===== src/rtl/simplez_mem_arbiter_if.sv =====
`default_nettype none
// ============================================================================
// Module      : simplez_mem_arbiter_if
// Description : Bundles the CPU and host request ports and the RAM-side
//               signals of simplez_mem_arbiter. The host_lock signal exists
//               only when SIMPLEZ_ARB_HOST_LOCK_EN is defined.
// Revision    : 1.0 - initial release
// ============================================================================
interface simplez_mem_arbiter_if #(
    parameter int AW = 9,
    parameter int DW = 12
);
    logic          cpu_req;
    logic          cpu_rw;
    logic [AW-1:0] cpu_addr;
    logic [DW-1:0] cpu_wdata;
    logic          cpu_ack;
    logic [DW-1:0] cpu_rdata;

    logic          host_req;
    logic          host_rw;
    logic [AW-1:0] host_addr;
    logic [DW-1:0] host_wdata;
    logic          host_ack;
    logic [DW-1:0] host_rdata;
`ifdef SIMPLEZ_ARB_HOST_LOCK_EN
    logic          host_lock;
`endif

    logic [AW-1:0] mem_addr;
    logic          mem_rw;
    logic [DW-1:0] mem_din;
    logic [DW-1:0] mem_dout;
    logic          owner;

    // Arbiter side
    modport slave (
`ifdef SIMPLEZ_ARB_HOST_LOCK_EN
        input  host_lock,
`endif
        input  cpu_req, cpu_rw, cpu_addr, cpu_wdata,
        output cpu_ack, cpu_rdata,
        input  host_req, host_rw, host_addr, host_wdata,
        output host_ack, host_rdata,
        output mem_addr, mem_rw, mem_din, owner,
        input  mem_dout
    );

    // Requester and RAM side
    modport master (
`ifdef SIMPLEZ_ARB_HOST_LOCK_EN
        output host_lock,
`endif
        output cpu_req, cpu_rw, cpu_addr, cpu_wdata,
        input  cpu_ack, cpu_rdata,
        output host_req, host_rw, host_addr, host_wdata,
        input  host_ack, host_rdata,
        input  mem_addr, mem_rw, mem_din, owner,
        output mem_dout
    );
endinterface
`default_nettype wire


===== src/rtl/simplez_mem_arbiter.sv =====
`default_nettype none
// ============================================================================
// Module      : simplez_mem_arbiter
// Description : Shares the single-port Simplez RAM between the CPU and a host
//               loader with a CPU-priority, burst-limited arbiter.
//               Optional macro SIMPLEZ_ARB_HOST_LOCK_EN adds host_lock.
// Revision    : 1.0 - initial release
// ============================================================================
module simplez_mem_arbiter #(
    parameter int AW        = 9,
    parameter int DW        = 12,
    parameter int CPU_BURST = 4
) (
    input  logic                 clk,
    input  logic                 rstn,
    simplez_mem_arbiter_if.slave bus
);
    localparam logic [1:0] ST_IDLE   = 2'd0;
    localparam logic [1:0] ST_ACC    = 2'd1;
    localparam logic [1:0] ST_RESP   = 2'd2;
    localparam logic [3:0] BURST_MAX = 4'(CPU_BURST);

    logic [1:0]    state_q,    state_d;
    logic [AW-1:0] mem_addr_q, mem_addr_d;
    logic          mem_rw_q,   mem_rw_d;
    logic [DW-1:0] mem_din_q,  mem_din_d;
    logic          owner_q,    owner_d;
    logic [3:0]    burst_q,    burst_d;

    logic w_lock;
    logic w_grant_host;
    logic w_grant_cpu;

`ifdef SIMPLEZ_ARB_HOST_LOCK_EN
    assign w_lock = bus.host_lock;
`else
    assign w_lock = 1'b0;
`endif

    // Host wins when alone, when locked, or once the CPU has used its burst.
    assign w_grant_host = bus.host_req &&
                          (w_lock || !bus.cpu_req || (burst_q == BURST_MAX));
    assign w_grant_cpu  = bus.cpu_req && !w_lock && !w_grant_host;

    always_comb begin
        state_d    = state_q;
        mem_addr_d = mem_addr_q;
        mem_rw_d   = mem_rw_q;
        mem_din_d  = mem_din_q;
        owner_d    = owner_q;
        burst_d    = burst_q;
        case (state_q)
            ST_IDLE: begin
                if (w_grant_host) begin
                    state_d    = ST_ACC;
                    owner_d    = 1'b1;
                    mem_addr_d = bus.host_addr;
                    mem_rw_d   = bus.host_rw;
                    mem_din_d  = bus.host_wdata;
                    burst_d    = 4'd0;
                end else if (w_grant_cpu) begin
                    state_d    = ST_ACC;
                    owner_d    = 1'b0;
                    mem_addr_d = bus.cpu_addr;
                    mem_rw_d   = bus.cpu_rw;
                    mem_din_d  = bus.cpu_wdata;
                    if (bus.host_req) begin
                        burst_d = (burst_q == BURST_MAX) ? burst_q : burst_q + 4'd1;
                    end else begin
                        burst_d = 4'd0;
                    end
                end
            end
            ST_ACC: begin
                // The RAM commits at this edge; return to the safe read level.
                state_d  = ST_RESP;
                mem_rw_d = 1'b1;
            end
            ST_RESP: begin
                state_d = ST_IDLE;
            end
            default: begin
                state_d  = ST_IDLE;
                mem_rw_d = 1'b1;
            end
        endcase
    end

    always_ff @(posedge clk or negedge rstn) begin
        if (!rstn) begin
            state_q    <= ST_IDLE;
            mem_addr_q <= '0;
            mem_rw_q   <= 1'b1;
            mem_din_q  <= '0;
            owner_q    <= 1'b0;
            burst_q    <= 4'd0;
        end else begin
            state_q    <= state_d;
            mem_addr_q <= mem_addr_d;
            mem_rw_q   <= mem_rw_d;
            mem_din_q  <= mem_din_d;
            owner_q    <= owner_d;
            burst_q    <= burst_d;
        end
    end

    assign bus.mem_addr   = mem_addr_q;
    assign bus.mem_rw     = mem_rw_q;
    assign bus.mem_din    = mem_din_q;
    assign bus.owner      = owner_q;
    assign bus.cpu_ack    = (state_q == ST_RESP) && !owner_q;
    assign bus.host_ack   = (state_q == ST_RESP) &&  owner_q;
    assign bus.cpu_rdata  = bus.mem_dout;
    assign bus.host_rdata = bus.mem_dout;
endmodule
`default_nettype wire


===== src/flat_wrapper.sv =====
// flat-port wrapper written by rule: the top's interface ports become plain ports
module simplez_mem_arbiter_flat 
#(
    parameter int AW        = 9,
    parameter int DW        = 12,
    parameter int CPU_BURST = 4
)
  (clk, rstn, bus_cpu_req, bus_cpu_rw, bus_cpu_addr, bus_cpu_wdata, bus_cpu_ack, bus_cpu_rdata, bus_host_req, bus_host_rw, bus_host_addr, bus_host_wdata, bus_host_ack, bus_host_rdata, bus_mem_addr, bus_mem_rw, bus_mem_din, bus_owner, bus_mem_dout);
  simplez_mem_arbiter_if #(.AW(AW), .DW(DW)) bus_i ();
  input  logic clk;
  input  logic rstn;
  input wire logic [$bits(bus_i.cpu_req)-1:0] bus_cpu_req;
  input wire logic [$bits(bus_i.cpu_rw)-1:0] bus_cpu_rw;
  input wire logic [$bits(bus_i.cpu_addr)-1:0] bus_cpu_addr;
  input wire logic [$bits(bus_i.cpu_wdata)-1:0] bus_cpu_wdata;
  output wire logic [$bits(bus_i.cpu_ack)-1:0] bus_cpu_ack;
  output wire logic [$bits(bus_i.cpu_rdata)-1:0] bus_cpu_rdata;
  input wire logic [$bits(bus_i.host_req)-1:0] bus_host_req;
  input wire logic [$bits(bus_i.host_rw)-1:0] bus_host_rw;
  input wire logic [$bits(bus_i.host_addr)-1:0] bus_host_addr;
  input wire logic [$bits(bus_i.host_wdata)-1:0] bus_host_wdata;
  output wire logic [$bits(bus_i.host_ack)-1:0] bus_host_ack;
  output wire logic [$bits(bus_i.host_rdata)-1:0] bus_host_rdata;
  output wire logic [$bits(bus_i.mem_addr)-1:0] bus_mem_addr;
  output wire logic [$bits(bus_i.mem_rw)-1:0] bus_mem_rw;
  output wire logic [$bits(bus_i.mem_din)-1:0] bus_mem_din;
  output wire logic [$bits(bus_i.owner)-1:0] bus_owner;
  input wire logic [$bits(bus_i.mem_dout)-1:0] bus_mem_dout;
  assign bus_i.cpu_req = bus_cpu_req;
  assign bus_i.cpu_rw = bus_cpu_rw;
  assign bus_i.cpu_addr = bus_cpu_addr;
  assign bus_i.cpu_wdata = bus_cpu_wdata;
  assign bus_cpu_ack = bus_i.cpu_ack;
  assign bus_cpu_rdata = bus_i.cpu_rdata;
  assign bus_i.host_req = bus_host_req;
  assign bus_i.host_rw = bus_host_rw;
  assign bus_i.host_addr = bus_host_addr;
  assign bus_i.host_wdata = bus_host_wdata;
  assign bus_host_ack = bus_i.host_ack;
  assign bus_host_rdata = bus_i.host_rdata;
  assign bus_mem_addr = bus_i.mem_addr;
  assign bus_mem_rw = bus_i.mem_rw;
  assign bus_mem_din = bus_i.mem_din;
  assign bus_owner = bus_i.owner;
  assign bus_i.mem_dout = bus_mem_dout;
  simplez_mem_arbiter #(.AW(AW), .DW(DW), .CPU_BURST(CPU_BURST)) u_core (.clk(clk), .rstn(rstn), .bus(bus_i));
endmodule

===== config.mk =====
export PLATFORM = sky130hd
export DESIGN_NAME = simplez_mem_arbiter_flat
export DESIGN_NICKNAME = d
export VERILOG_FILES = /design/src/rtl/simplez_mem_arbiter_if.sv /design/src/rtl/simplez_mem_arbiter.sv /design/src/flat_wrapper.sv
export SDC_FILE = /design/constraint.sdc
export NUM_CORES = 1
export LEC_CHECK = 0
export ABC_AREA = 1
export CAP_MARGIN = 10
export CORE_ASPECT_RATIO = 1.4
export CORE_MARGIN = 2
export CORE_UTILIZATION = 38
export CTS_BUF_LIST = sky130_fd_sc_hd__clkbuf_4 sky130_fd_sc_hd__clkbuf_8
export CTS_CLUSTER_SIZE = 12
export DETAILED_ROUTE_END_ITERATION = 12
export PLACE_DENSITY = 0.83
export REMOVE_ABC_BUFFERS = 1
export SLEW_MARGIN = 20
export SYNTH_ARGS = -nofsm -noshare
export SYNTH_HDL_FRONTEND = slang
export SYNTH_SLANG_ARGS = --single-unit

===== constraint.sdc =====
create_clock -name clk -period 1.49 [get_ports clk]
set_input_delay 0.149 -clock clk [delete_from_list [all_inputs] [get_ports clk]]
set_output_delay 0.149 -clock clk [all_outputs]
set_load 0.02 [all_outputs]

==> summary by stage <==
Critical path
The launch instance of the worst register-to-register path is u_core.burst_q[0]. The top fanout value on the critical path is 12. The type of the worst setup path is reg -> reg. The depth of the worst register-to-register path is 9. At the worst endpoint, the arrival time is 1.59 ns. The capturing point of the worst reg2reg path is u_core.bus.mem_din[8].

The setup check on the worst reg-to-reg path leaves a slack of 0.07 ns. The kind of end point of the critical path is a flop. The launching element of the worst setup path is u_core.burst_q[0]. For the worst setup path, the data required time is 1.66 ns. The nature of the critical path startpoint is a flop.

Logic synthesis
Counting flops with an async set or reset pin after synthesis yields a share of 100%. Dividing the synthesized area by the synthesized cell count gives 7.46 sq um. Yosys mapped a number of flops with a built-in enable equal to 0. The most common flop cell mapped by yosys is sky130_fd_sc_hd__dfrtp_1. Summing the sequential cell areas from Yosys gives 41.8% of the chip area.

Synthesis inferred 29 register bits. The post-synthesis instance area is 0.00174 sq mm. The unique cell type count in the Yosys netlist is 20. The Yosys step of the flow raised 0 warnings. Counting every instance in the synthesized netlist gives 233.

Finish
Leaving out fill and tap cells, the most frequent cells in the layout are sky130_fd_sc_hd__nand2_1 (113), sky130_fd_sc_hd__clkdlybuf4s50_1 (68), sky130_fd_sc_hd__dfrtp_1 (27). In the final layout, the share of cells above drive strength 1 is 13.1%. With fillers left out, the area of the finished cells amounts to 0.00254 sq mm. In the final design database the tool counted 358 nets. The final instance count without filler cells is 359. From synthesis to final layout, the design area changed by 46.0%. 0 antenna diodes ended up in the layout. Across the whole layout, storage elements account for 728 sq um. The filler cells instantiated in the layout total 405. Leaving out fill and tap cells, the most frequent cell in the layout is sky130_fd_sc_hd__nand2_1. Summing all multi-input logic gate instances after layout gives 753 sq um.

Placed design
The number of buffer cells added on primary ports is 72. The number of cells in the design after placement is 343. The post-DP HPWL is 3630 um. Once placement finished, the instance area stood at 0.00235 sq mm.

Routability-driven placement finished with a final weighted congestion of 0.840.

STA
The final count of hold timing violations is 0. Between clock sinks in the finished design, the worst skew comes to 0.00468 ns. The post-route clock period utilization is 95.1%. The max-slew headroom at the worst pin is 81.8%.

The worst path needs 1.42 ns of the cycle, external delays included. The worst hold slack is 0.0981 ns. The final setup violation count is 0.

For the pin with the worst max-slew slack, the measured transition is 0.273 ns. The final-report max-slew violation count is 0. Timing would allow up to 0.706 GHz.

Power
Registers are responsible for 32.2% of the overall power. The worst IR drop on VDD is 0.772 mV. Of the total power, the share spent switching nets is 40.5%. The leakage power summed over all cells is 1.30 nW. The clock network fraction of design power is 14.9%.

The share of total power dissipated in combinational logic is 52.9%. The net switching power is 1.71 mW. The internal power summed over all cells is 2.51 mW. The power density relative to cell area is 1660 mW/mm^2.

Clocking
The number of CTS-inserted buffers is 5. The clock-pin slew on the worst setup and hold paths is 0.06 ns. The clock tree from TritonCTS is done. The maximum clock path buffer count is 2. At the later pin of the worst-skew pair, clock insertion delay measures 0.28 ns. The clock drives 29 sinks. Clock tree synthesis selected as its root buffer the cell sky130_fd_sc_hd__clkbuf_8. The total number of H-tree levels is 2. The number of buffers inserted for hold repair after clock tree synthesis is 0.

Detailed routing
The number of antenna-violating nets in the routed design is 0. In the routed design, unresolved DRC markers number 0. The detailed router's first-iteration violation count is 25. The number of vias in the routed layout is 1686. The final routed wire length divided by cell count is 14.1 um. For this run, the detailed router's first-pass iteration total came to 5. The detail-routed via count per cell is 4.70.

The final wirelength is 5040 um.

Die
The number of top-level pins is 109. The horizontal die dimension is 61.2 um. The core outline area is 0.00446 sq mm. The number of cell rows is 29. The initial core utilization is 39.0%. The die area is 0.00514 sq mm. The die height is 84.0 um.

GRT
The via count of the first global-routing pass is 1616. The total grt overflow is 0. The initial antenna violation count came to 0. The pin count of the biggest net entering global routing is 25.

The overall global routing resource usage is 19.8%. The first global-routing pass estimated 7530 um of wire.

Run status
The flow ran to the end, and the final reports show no timing, DRC or antenna violations.

Job
The max capacitance violation total is 0.

Min path
The kind of path behind the tightest hold check is in -> async.
registers in the layout, summed over array words and instances, names as in the netlist:
register             flops
u_core.bus.owner         1
u_core.burst_q           4
u_core.state_q           2
u_core.bus.mem_addr      9
u_core.bus.mem_din      12
u_core.bus.mem_rw        1
synthesized netlist by cell type (2+ instances only):
master / n / area, sq um
sky130_fd_sc_hd__buf_2: 4 / 20.0
sky130_fd_sc_hd__buf_4: 26 / 195
sky130_fd_sc_hd__buf_6: 5 / 56.3
sky130_fd_sc_hd__dfrtp_1: 28 / 701
sky130_fd_sc_hd__ha_1: 2 / 25.0
sky130_fd_sc_hd__inv_1: 8 / 30.0
sky130_fd_sc_hd__inv_2: 2 / 7.51
sky130_fd_sc_hd__nand2_1: 113 / 424
sky130_fd_sc_hd__nand2_4: 3 / 33.8
sky130_fd_sc_hd__nand3_1: 26 / 130
sky130_fd_sc_hd__nor2_1: 3 / 11.3
sky130_fd_sc_hd__o21ai_0: 4 / 20.0
sky130_fd_sc_hd__xor2_1: 2 / 17.5
metrics by stage:
| stage | worst slack [ns] | TNS [ns] | utilization, % | total power, mW |
|---|---|---|---|---|
| 6_report | 0.0732 | 0 | 56.9 | 4.21 |
| 5_1_grt | -0.00793 | -0.0375 | 56.9 | 4.51 |
| 4_1_cts | 0.0161 | 0 | 54.5 | 4.14 |
| 3_5_place_dp | 0.0274 | 0 | 52.6 | 3.52 |
| 3_3_place_gp | 0.0417 | 0 | 52.6 | 3.47 |
| 2_1_floorplan | 0.129 | 0 | - | 2.39 |
layer usage:
metal / track usage (%) / part of all wire (%)
met2: 28.3 / 48
met4: 8.50 / 2.7
met1: 22.8 / 37
met5: 7.14 / 0.93
met3: 12.1 / 11
power groups by stage:
stage | sequential, mW | clock, mW | combinational (mW)
after floorplan | 1.71 | 0 | 0.687
after global placement | 1.35 | 0 | 2.12
after detailed placement | 1.36 | 0 | 2.15
after CTS | 1.35 | 0.643 | 2.14
after global routing | 1.39 | 0.683 | 2.44
final | 1.36 | 0.626 | 2.23
area by class of cell:
class,count,share of cell area [%]
clock buffers,6,3.01
clock inverters,2,0.394
well taps,62,3.06
inverters,10,1.48
flip-flops and latches,29,28.7
multi-input cells,161,29.7
repair buffers,89,33.7
how the worst max path moves through the flow:
| stage | endpoint | slack [ns] | cells past startpoint |
|---|---|---|---|
| final | u_core.bus.mem_din[8] | 0.07 | 9 |
| after global placement | u_core.bus.mem_din[8] | 0.04 | 9 |
| after global routing | u_core.bus.mem_din[7] | -0.008 | 9 |
| after floorplan | u_core.bus.mem_addr[0] | 0.13 | 9 |
| after detailed placement | u_core.bus.mem_din[1] | 0.03 | 9 |
| after CTS | u_core.bus.mem_din[1] | 0.02 | 9 |
timing repair:
item	4_1_cts	5_1_grt
cloned	0	3
endpoints found under the setup margin	3	25
resized for setup	3	10
buffers inserted	0	5
pin swaps	0	2
hold endpoints to repair	0	0
critical path, cell delays in order (launching register included):
cell and delay [ns]:
sky130_fd_sc_hd__dfrtp_2 0.42, sky130_fd_sc_hd__inv_1 0.06, sky130_fd_sc_hd__ha_2 0.18, sky130_fd_sc_hd__nand3_4 0.11
sky130_fd_sc_hd__nand2_8 0.15, sky130_fd_sc_hd__nand2_4 0.13, sky130_fd_sc_hd__nand2_1 0.08, sky130_fd_sc_hd__nand2_1 0.06
sky130_fd_sc_hd__nand2_1 0.06, sky130_fd_sc_hd__nand2_1 0.04
logic make-up (layout without fill, tap and decap cells):
| kind of cell | Yosys count | in the layout | synth area share, % |
|---|---|---|---|
| AO/OA/AOI/OAI | 6 | 6 | 1.87 |
| buffers and inverters | 45 | 107 | 17.8 |
| AND/OR/NAND/NOR | 149 | 151 | 36.1 |
| flip-flops | 29 | 29 | 41.8 |
| XOR/XNOR | 2 | 2 | 1.01 |
| adder cells (fa/ha/maj) | 2 | 2 | 1.44 |
(Power assumes the default switching activity.)
